===== src/rtl/if_prefetch_pkg.sv =====
// ----------------------------------------------------------------------------
// if_prefetch_pkg
// Shared constants for the instruction-fetch front end: default widths,
// default FIFO depth and the default reset PC, plus a helper that sizes the
// occupancy / in-flight counters.
// ----------------------------------------------------------------------------
package if_prefetch_pkg;

  localparam int unsigned DEF_ADDR_W   = 32;
  localparam int unsigned DEF_INST_W   = 32;
  localparam int unsigned DEF_DEPTH    = 4;
  localparam logic [31:0] DEF_RESET_PC = 32'h0000_0000;

  // Counters must represent 0..depth inclusive.
  function automatic int unsigned cnt_width(input int unsigned depth);
    return $clog2(depth + 1);
  endfunction

endpackage


===== src/rtl/if_prefetch_fifo.sv =====
// ----------------------------------------------------------------------------
// fetch_fifo
// DEPTH x WIDTH synchronous FIFO with first-word fall-through read, a
// single-cycle flush and an occupancy output.
//
// Ports
//   clk        clock
//   rst        asynchronous active-low reset (pointers and count only)
//   flush      empty the FIFO on the next edge; wins over push and pop
//   push       write push_data at the tail
//   push_data  entry to write
//   pop        advance the head (ignored when empty)
//   head_valid FIFO not empty
//   head_data  current head entry, zero when empty
//   count      number of valid entries, 0..DEPTH
// ----------------------------------------------------------------------------
module fetch_fifo
  import if_prefetch_pkg::*;
#(
  parameter int unsigned DEPTH = DEF_DEPTH,
  parameter int unsigned WIDTH = 64
) (
  input  logic                           clk,
  input  logic                           rst,
  input  logic                           flush,
  input  logic                           push,
  input  logic [WIDTH-1:0]               push_data,
  input  logic                           pop,
  output logic                           head_valid,
  output logic [WIDTH-1:0]               head_data,
  output logic [$clog2(DEPTH+1)-1:0]     count
);

  localparam int unsigned PTR_W = $clog2(DEPTH);
  localparam int unsigned CNT_W = cnt_width(DEPTH);

  logic [WIDTH-1:0] storage [DEPTH];
  logic [PTR_W-1:0] wr_ptr;
  logic [PTR_W-1:0] rd_ptr;
  logic             do_push;
  logic             do_pop;

  assign head_valid = (count != '0);
  assign do_push    = push && !flush;
  assign do_pop     = pop && head_valid && !flush;

  // Gating by head_valid keeps the outputs at zero while empty, including
  // during reset, without having to reset the storage array.
  assign head_data  = head_valid ? storage[rd_ptr] : '0;

  // Pointers wrap naturally because DEPTH is a power of two.
  always_ff @(posedge clk or negedge rst) begin
    if (!rst) begin
      wr_ptr <= '0;
      rd_ptr <= '0;
      count  <= '0;
    end else if (flush) begin
      wr_ptr <= '0;
      rd_ptr <= '0;
      count  <= '0;
    end else begin
      if (do_push) wr_ptr <= wr_ptr + PTR_W'(1);
      if (do_pop)  rd_ptr <= rd_ptr + PTR_W'(1);
      case ({do_push, do_pop})
        2'b10:   count <= count + CNT_W'(1);
        2'b01:   count <= count - CNT_W'(1);
        default: count <= count;
      endcase
    end
  end

  always_ff @(posedge clk) begin
    if (do_push) storage[wr_ptr] <= push_data;
  end

endmodule


===== src/rtl/if_prefetch.sv =====
// ----------------------------------------------------------------------------
// if_prefetch
// Instruction-fetch front end. Issues in-order fetch requests to a
// variable-latency instruction memory, buffers returned instructions tagged
// with their PC in a DEPTH-entry fall-through FIFO and presents the head to
// the IF/ID boundary. A branch redirect flushes the FIFO, restarts fetch at
// the target and discards every response still in flight.
//
// Ports
//   clk        clock
//   rst        asynchronous active-low reset
//   stall      hold the head (not consumed)
//   br         redirect from ID
//   br_addr    redirect target
//   mem_req    fetch request valid
//   mem_addr   fetch address
//   mem_gnt    request accepted this cycle
//   mem_rvalid response valid (in request order)
//   mem_rdata  response instruction
//   id_valid   head valid
//   id_pc      head PC
//   id_inst    head instruction
// ----------------------------------------------------------------------------
module if_prefetch
  import if_prefetch_pkg::*;
#(
  parameter int unsigned ADDR_W   = DEF_ADDR_W,
  parameter int unsigned INST_W   = DEF_INST_W,
  parameter int unsigned DEPTH    = DEF_DEPTH,
  parameter logic [ADDR_W-1:0] RESET_PC = ADDR_W'(DEF_RESET_PC)
) (
  input  logic              clk,
  input  logic              rst,
  input  logic              stall,
  input  logic              br,
  input  logic [ADDR_W-1:0] br_addr,
  output logic              mem_req,
  output logic [ADDR_W-1:0] mem_addr,
  input  logic              mem_gnt,
  input  logic              mem_rvalid,
  input  logic [INST_W-1:0] mem_rdata,
  output logic              id_valid,
  output logic [ADDR_W-1:0] id_pc,
  output logic [INST_W-1:0] id_inst
);

  localparam int unsigned CNT_W = cnt_width(DEPTH);
  localparam logic [ADDR_W-1:0] PC_STEP = ADDR_W'(INST_W / 8);

  logic [ADDR_W-1:0] fetch_pc;
  logic [ADDR_W-1:0] resp_pc;
  logic [CNT_W-1:0]  cnt;
  logic [CNT_W-1:0]  outst;
  logic [CNT_W-1:0]  drop;
  logic [CNT_W-1:0]  outst_dec;
  logic [CNT_W:0]    inflight;
  logic              fire;
  logic              keep;
  logic              pop;

  function automatic logic [ADDR_W-1:0] pc_next(input logic [ADDR_W-1:0] pc);
    return pc + PC_STEP;
  endfunction

  // Buffered plus in-flight instructions never exceed DEPTH, so every
  // response always has a free FIFO slot waiting for it.
  assign inflight  = {1'b0, cnt} + {1'b0, outst};
  assign mem_req   = rst && !br && (inflight < (CNT_W+1)'(DEPTH));
  assign mem_addr  = fetch_pc;
  assign fire      = mem_req && mem_gnt;

  // A response is kept only when no stale responses remain ahead of it and
  // no redirect is happening this cycle.
  assign keep      = mem_rvalid && (drop == '0) && !br;
  assign pop       = id_valid && !stall && !br;
  assign outst_dec = outst - CNT_W'(mem_rvalid);

  always_ff @(posedge clk or negedge rst) begin
    if (!rst) begin
      fetch_pc <= RESET_PC;
      resp_pc  <= RESET_PC;
      outst    <= '0;
      drop     <= '0;
    end else begin
      // fire is forced low by br, so this also covers the redirect cycle.
      outst <= outst_dec + CNT_W'(fire);
      if (br) begin
        fetch_pc <= br_addr;
        resp_pc  <= br_addr;
        // Everything still outstanding after this cycle's response is stale.
        drop     <= outst_dec;
      end else begin
        if (fire) fetch_pc <= pc_next(fetch_pc);
        if (keep) resp_pc  <= pc_next(resp_pc);
        if (mem_rvalid && (drop != '0)) drop <= drop - CNT_W'(1);
      end
    end
  end

  fetch_fifo #(
    .DEPTH (DEPTH),
    .WIDTH (ADDR_W + INST_W)
  ) u_fifo (
    .clk        (clk),
    .rst        (rst),
    .flush      (br),
    .push       (keep),
    .push_data  ({resp_pc, mem_rdata}),
    .pop        (pop),
    .head_valid (id_valid),
    .head_data  ({id_pc, id_inst}),
    .count      (cnt)
  );

endmodule


===== config.mk =====
export PLATFORM = sky130hd
export DESIGN_NAME = if_prefetch
export DESIGN_NICKNAME = d
export VERILOG_FILES = /design/src/rtl/if_prefetch_pkg.sv /design/src/rtl/if_prefetch_fifo.sv /design/src/rtl/if_prefetch.sv
export SDC_FILE = /design/constraint.sdc
export NUM_CORES = 1
export LEC_CHECK = 0
export BUFFER_PORTS_ARGS = -buffer_cell sky130_fd_sc_hd__buf_4
export CAP_MARGIN = 15
export CORE_UTILIZATION = 53
export DETAILED_ROUTE_END_ITERATION = 12
export GPL_TIMING_DRIVEN = 0
export PLACE_DENSITY = 0.77
export REMOVE_ABC_BUFFERS = 1
export SYNTH_ARGS = -nofsm -noshare
export SYNTH_HDL_FRONTEND = slang
export SYNTH_HIERARCHICAL = 1
export SYNTH_SLANG_ARGS = --single-unit

===== constraint.sdc =====
create_clock -name clk -period 3.6 [get_ports clk]
set_input_delay 0.72 -clock clk [delete_from_list [all_inputs] [get_ports clk]]
set_output_delay 0.72 -clock clk [all_outputs]
set_load 0.1 [all_outputs]

### Yosys cells after proc, flatten, opt, wreduce, memory -nomap -nowiden

Memories as Yosys holds them, arrays and structs flattened.
Index checks and enable logic that the tools add are counted.

| operators by class | value |
|---|---|
| add/subtract/negate cells | 10 |
| order comparisons | 1 |
| equal/unequal tests | 2 |
| muxes and demuxes | 15 |
| reductions and logical operators | 22 |

Operators by type and width:

| cell | count |
|---|---|
| 2-to-1 mux 32 bit | 4 |
| adder 32 x 3 -> 32 bit, second input constant | 2 |
| 2-to-1 mux 64 bit | 1 |
| logical AND 1 bit | 11 |
| nonzero test 2 bit | 5 |
| 2-to-1 mux 3 bit | 3 |
| nonzero test 3 bit | 3 |
| 2-to-1 mux 2 bit | 4 |
| one-hot mux 3 bit (2 select lines) | 1 |
| subtractor 3 x 1 -> 3 bit, second input constant | 2 |
| adder 2 x 1 -> 2 bit, second input constant | 2 |
| adder 3 x 3 -> 4 bit | 1 |
| < comparator 4 x 3 -> 1 bit, second input constant | 1 |
| adder 3 x 1 -> 3 bit | 1 |
| adder 3 x 1 -> 3 bit, second input constant | 1 |
| logical NOT 3 bit | 1 |
| subtractor 3 x 1 -> 3 bit | 1 |
| == test 2 x 1 -> 1 bit, second input constant | 1 |
| == test 2 bit, second input constant | 1 |
| logical NOT 1 bit | 2 |
| 2-to-1 mux 1 bit | 2 |

| word-level totals | value |
|---|---|
| bits in registers | 77 |
| RAM bits | 256 |
| input bits | 70 |
| word-level logic and storage cells | 58 |
| memories kept | 1 |

Memories:

| memory | depth | bits a word | read ports | clocked after memory_dff | wr ports | RTL line | text |
|---|---|---|---|---|---|---|---|
| u_fifo.storage | 4 | 64 | 1 | 0 | 1 | if_prefetch_fifo.sv:37 | `logic [WIDTH-1:0] storage [DEPTH];` |

### Depth between registers and ports, before layout

| depth | value |
|---|---|
| depth after elaboration | 8 |
| gate-level depth with buffers | 12 |
| mapped depth without buffers | 10 |

### Modules after synthesis

Netlist, hierarchy kept.

By module, submodules not included:

| module | instances | cells each | area an instance (um^2) | sequential area each (um^2) |
|---|---|---|---|---|
| fetch_fifo | 1 | 455 | 10,161.0 | 7,862.5 |
| if_prefetch | 1 | 420 | 3,915.0 | 1,751.7 |

### Worst setup path before layout

Ideal clock, no wire load.

| timing path | value |
|---|---|
| path type | input to register |
| start | input br |
| end | register fetch_pc[25], in the netlist mem_addr[25] |
| library setup time | 0.177 ns |
| arrival | 4.271 ns |
| path slack | -0.848 ns |
| cell stages on the path | 6 |
| path buffers | 1 |
| cell sequence | buf_6 > or3_1 > nor3_1 > nand3_1 > o211ai_1 > o311ai_0 |

| on the way | value |
|---|---|
| word-level cells in the longest chain between the ends | 5 |

Ends and longest elaborated chain:

| element | RTL line | text |
|---|---|---|
| start: declaration | if_prefetch.sv:35 | `input logic br,` |
| logical NOT 1 bit | if_prefetch.sv:68 | `assign mem_req = rst && !br && (inflight < (CNT_W+1)'(DEPTH));` |
| logical AND 1 bit (2 in a row) | if_prefetch.sv:68 |  |
| named net mem_req | if_prefetch.sv:37 | `output logic mem_req,` |
| logical AND 1 bit | if_prefetch.sv:70 | `assign fire = mem_req && mem_gnt;` |
| nonzero test 2 bit (no source line) | n/a |  |
| end signal: assignment | if_prefetch.sv:88 | `fetch_pc <= br_addr;` |
| end signal: assignment | if_prefetch.sv:93 | `if (fire) fetch_pc <= pc_next(fetch_pc);` |
| end: declaration | if_prefetch.sv:50 | `logic [ADDR_W-1:0] fetch_pc;` |

The timed path passes the listed nets, and every way through them passes these cells.
A chain may end at the register's enable or synchronous reset.

### Final worst setup path

| timing path | value |
|---|---|
| start | register u_fifo.count[0] |
| end | register u_fifo.count[1] |

| on the way | value |
|---|---|
| word-level cells in the longest chain between the ends | 8 |

Ends and longest elaborated chain:

| element | RTL line | text |
|---|---|---|
| start: declaration | if_prefetch_fifo.sv:31 | `output logic [$clog2(DEPTH+1)-1:0] count` |
| start signal: assignment | if_prefetch_fifo.sv:65 | `2'b10: count <= count + CNT_W'(1);` |
| start signal: assignment | if_prefetch_fifo.sv:66 | `2'b01: count <= count - CNT_W'(1);` |
| start signal: assignment | if_prefetch_fifo.sv:67 | `default: count <= count;` |
| nonzero test 3 bit (*) | if_prefetch_fifo.sv:43 | `assign head_valid = (count != '0);` |
| logical AND 1 bit (*) (2 in a row) | if_prefetch.sv:75 | `assign pop = id_valid && !stall && !br;` |
| named net pop | if_prefetch.sv:59 | `logic pop;` |
| logical AND 1 bit (*) (2 in a row) | if_prefetch_fifo.sv:45 | `assign do_pop = pop && head_valid && !flush;` |
| == test 2 x 1 -> 1 bit / == test 2 bit (equally long branches) | if_prefetch_fifo.sv:64 | `case ({do_push, do_pop})` |
| one-hot mux 3 bit (2 select lines) | if_prefetch_fifo.sv:64 |  |
| 2-to-1 mux 3 bit | if_prefetch_fifo.sv:57 | `end else if (flush) begin` |

The timed path passes the listed nets; every way through them passes the cells marked *.

==> results.toml <==
[run_status]
status = "complete, no violations"

[critical_path]
path_delay_family = "simple AND/OR/NAND/NOR gates"
cpMaxStageDelayCell = "nor3b_1"
slowest_delay_ps = 740
worstSetupEndpointType = "flop"
critPathKind = "flop to flop"
critical_path_required_ps = 3960
crit_chain = "or3_2, buf_12, nor3b_1, o31ai_4, nor3_1, fa_1, a22oi_1, nor2_1"
crit_buf_inv = 1
start_kind = "flop"
cp.arrival_ps = 3630
critPathMaxFanout = 50

[yosys]
synth_area_per_cell_sq_um = 16.1
netlist_area_sq_um = 14100
synthFlopType = "edfxtp_1"
synth_cell_types = 58
async_flop_share_pct = 23.1
ys_ff_latch = 333
ys_warn_count = 6
yosysSeqAreaShare_pct = 68.3
synth_enable_flop_cells = 256
synth_cells = 875

[sta]
grt_setup_unrepaired = "false"
post-route-min-period_ps = 3270
fin_hold_ws_ps = 371
post-route-period-util_pct = 90.9
fin_skew_ps = 17.4
finalHoldViolations = 0
slew_viol_final = 0
layout_setup_ws_ps = 327
maxSlewHeadroom_pct = 30.8
tightestPinTransition_ps = 1040
fmax_ghz = 0.306
setup_viol_count_final = 0

[place]
place_ws_ps = -375
gp_congestion = 0.832
place_hpwl_microns = 18400
io_buffers = 167

[worst_hold_path]
hold_path_class = "primary input to async pin"

[pwr]
leakage_nw = 6.10
p_per_area_nw_per_um2 = 561
peakVddDrop_mv = 0.460

[grt]
grt_usage_pct = 22.4
antenna_found_initial = 0
grtUsageMet1_pct = 30.5
grt_max_degree = 79
gr-total-overflow = 0
first_global_vias = 8291
grt.busiest_layer = "met2"
use_met2_pct = 36.3
grt_pass1_wl_microns = 45400
grt_use_met3_pct = 4.47

[drt]
firstDrtPassIters = 5
vias_per_cell = 5.87
wirelength_microns = 29800
ant_nets = 0
drt_iter0_drc = 659
drc = 0
wl_per_cell_microns = 21.2
vias = 8266

[layout]
drive_gt1_share_pct = 30.2
utilization_pct = 65.0
final_cell_mix = "edfxtp_1, buf_4, dfrtp_1"
fillCellCount = 1845
mostFrequentLayoutCell = "edfxtp_1"
antennaDiodeCount = 0
nets = 1133
area_growth_syn_to_layout_pct = 20.3

[clock_network]
clock_latency_ps = 510
cts_buffer_depth = 3
cts_root_buf = "clkbuf_16"
htree_levels = 2
cts_buffers = 35
cts.clk_slew.worst_paths_ps = 60
numClockSinks = 333
cts_tree = "done"

[floorplan]
start_util_pct = 54.0
io_pins = 168
dieWidth_microns = 165
dieArea_sq_um = 27200
fp.dieH_microns = 165
rows = 59
core_sq_um = 26100

[flow_run]
cap_viol_max_count = 0
## layout make-up
class / instances / area (sq um) / area share (%)
clock buffer: 40 / 947 / 5.59
sequential: 333 / 9620 / 56.8
clock inverter: 23 / 241 / 1.43
tap: 335 / 419 / 2.47
timing repair buffer: 175 / 1460 / 8.61
inverter: 23 / 87.6 / 0.517
multi-input combinational: 480 / 4160 / 24.6
## worst paths after layout
path | end | cells past startpoint | startpoint | slack, ps
setup / recovery | u_fifo/count[1] | 8 | u_fifo/count[0] | 330
min in group clk | u_fifo/storage[1][20] | 1 | mem_rdata[20] | 420
setup reg to reg | u_fifo/count[1] | 8 | u_fifo/count[0] | 330
hold / removal | mem_addr[10] | 1 | rst | 370
hold reg to reg | u_fifo/storage[3][32] | 0 | resp_pc[0] | 530
max in group asynchronous | u_fifo/rd_ptr[0] | 1 | rst | 2420
## sequential cells by signal, indices dropped and copies added (netlist names)
signal          cells
u_fifo/storage    256
mem_addr           32
resp_pc            32
drop                3
outst               3
u_fifo/count        3
u_fifo/rd_ptr       2
u_fifo/wr_ptr       2
## report_power, final
part / internal, mW / switching, mW / leakage [nW] / total (mW)
sequential: 4.31 / 0.175 / 3.24 / 4.48
clock: 2.25 / 1.44 / 0.594 / 3.69
combinational: 0.364 / 0.967 / 2.26 / 1.33
## metrics by stage
| step | setup TNS (ps) | std cells | area (sq um) | power (mW) |
|---|---|---|---|---|
| floorplan | -72470 | 836 | 13900 | 5.48 |
| global placement | -616600 | 1338 | 15500 | 5.85 |
| detailed placement | -4910 | 1345 | 15700 | 5.89 |
| CTS | 0 | 1409 | 16900 | 9.58 |
| global route | 0 | 1409 | 16900 | 9.84 |
| finish | 0 | 1409 | 16900 | 9.50 |
## cell families after synthesis
kind of cell,synth area share (%)
simple gates,10.1
flops,68.3
xor+xnor,2.86
compound gates,3.70
buf+inv,2.21
fa+ha+maj,1.39
mux,11.4
## per-layer routing
metal / up-vias / part of all wire [%]
met5: - / 0
met4: 0 / 2.5
met3: 55 / 7.9
met2: 322 / 48
met1: 4169 / 42
li1: 3720 / -
## Yosys cell counts, drive strengths merged (9+ instances only)
cell / instances / area, sq um
a21oi: 10 / 53.8
and2: 73 / 457
and3: 10 / 62.6
and4: 9 / 78.8
buf: 21 / 156
clkbuf: 18 / 67.6
dfrtp: 77 / 1930
edfxtp: 256 / 7690
ha: 14 / 175
inv: 22 / 82.6
mux2: 12 / 135
mux4: 64 / 1440
nand2: 51 / 194
nand3: 25 / 125
nand4: 26 / 169
nor2: 23 / 86.3
nor3: 19 / 105
o211ai: 11 / 82.6
o21ai: 43 / 215
xnor2: 36 / 315
xor2: 10 / 87.6
## timing repair
item | 4_1_cts | 5_1_grt
buffers inserted | 1 | 0
resized for setup | 0 | 1
hold buffers | 0 | 0
setup endpoints to repair | 1 | 5
Note: power is estimated with default switching activity, not from simulation.
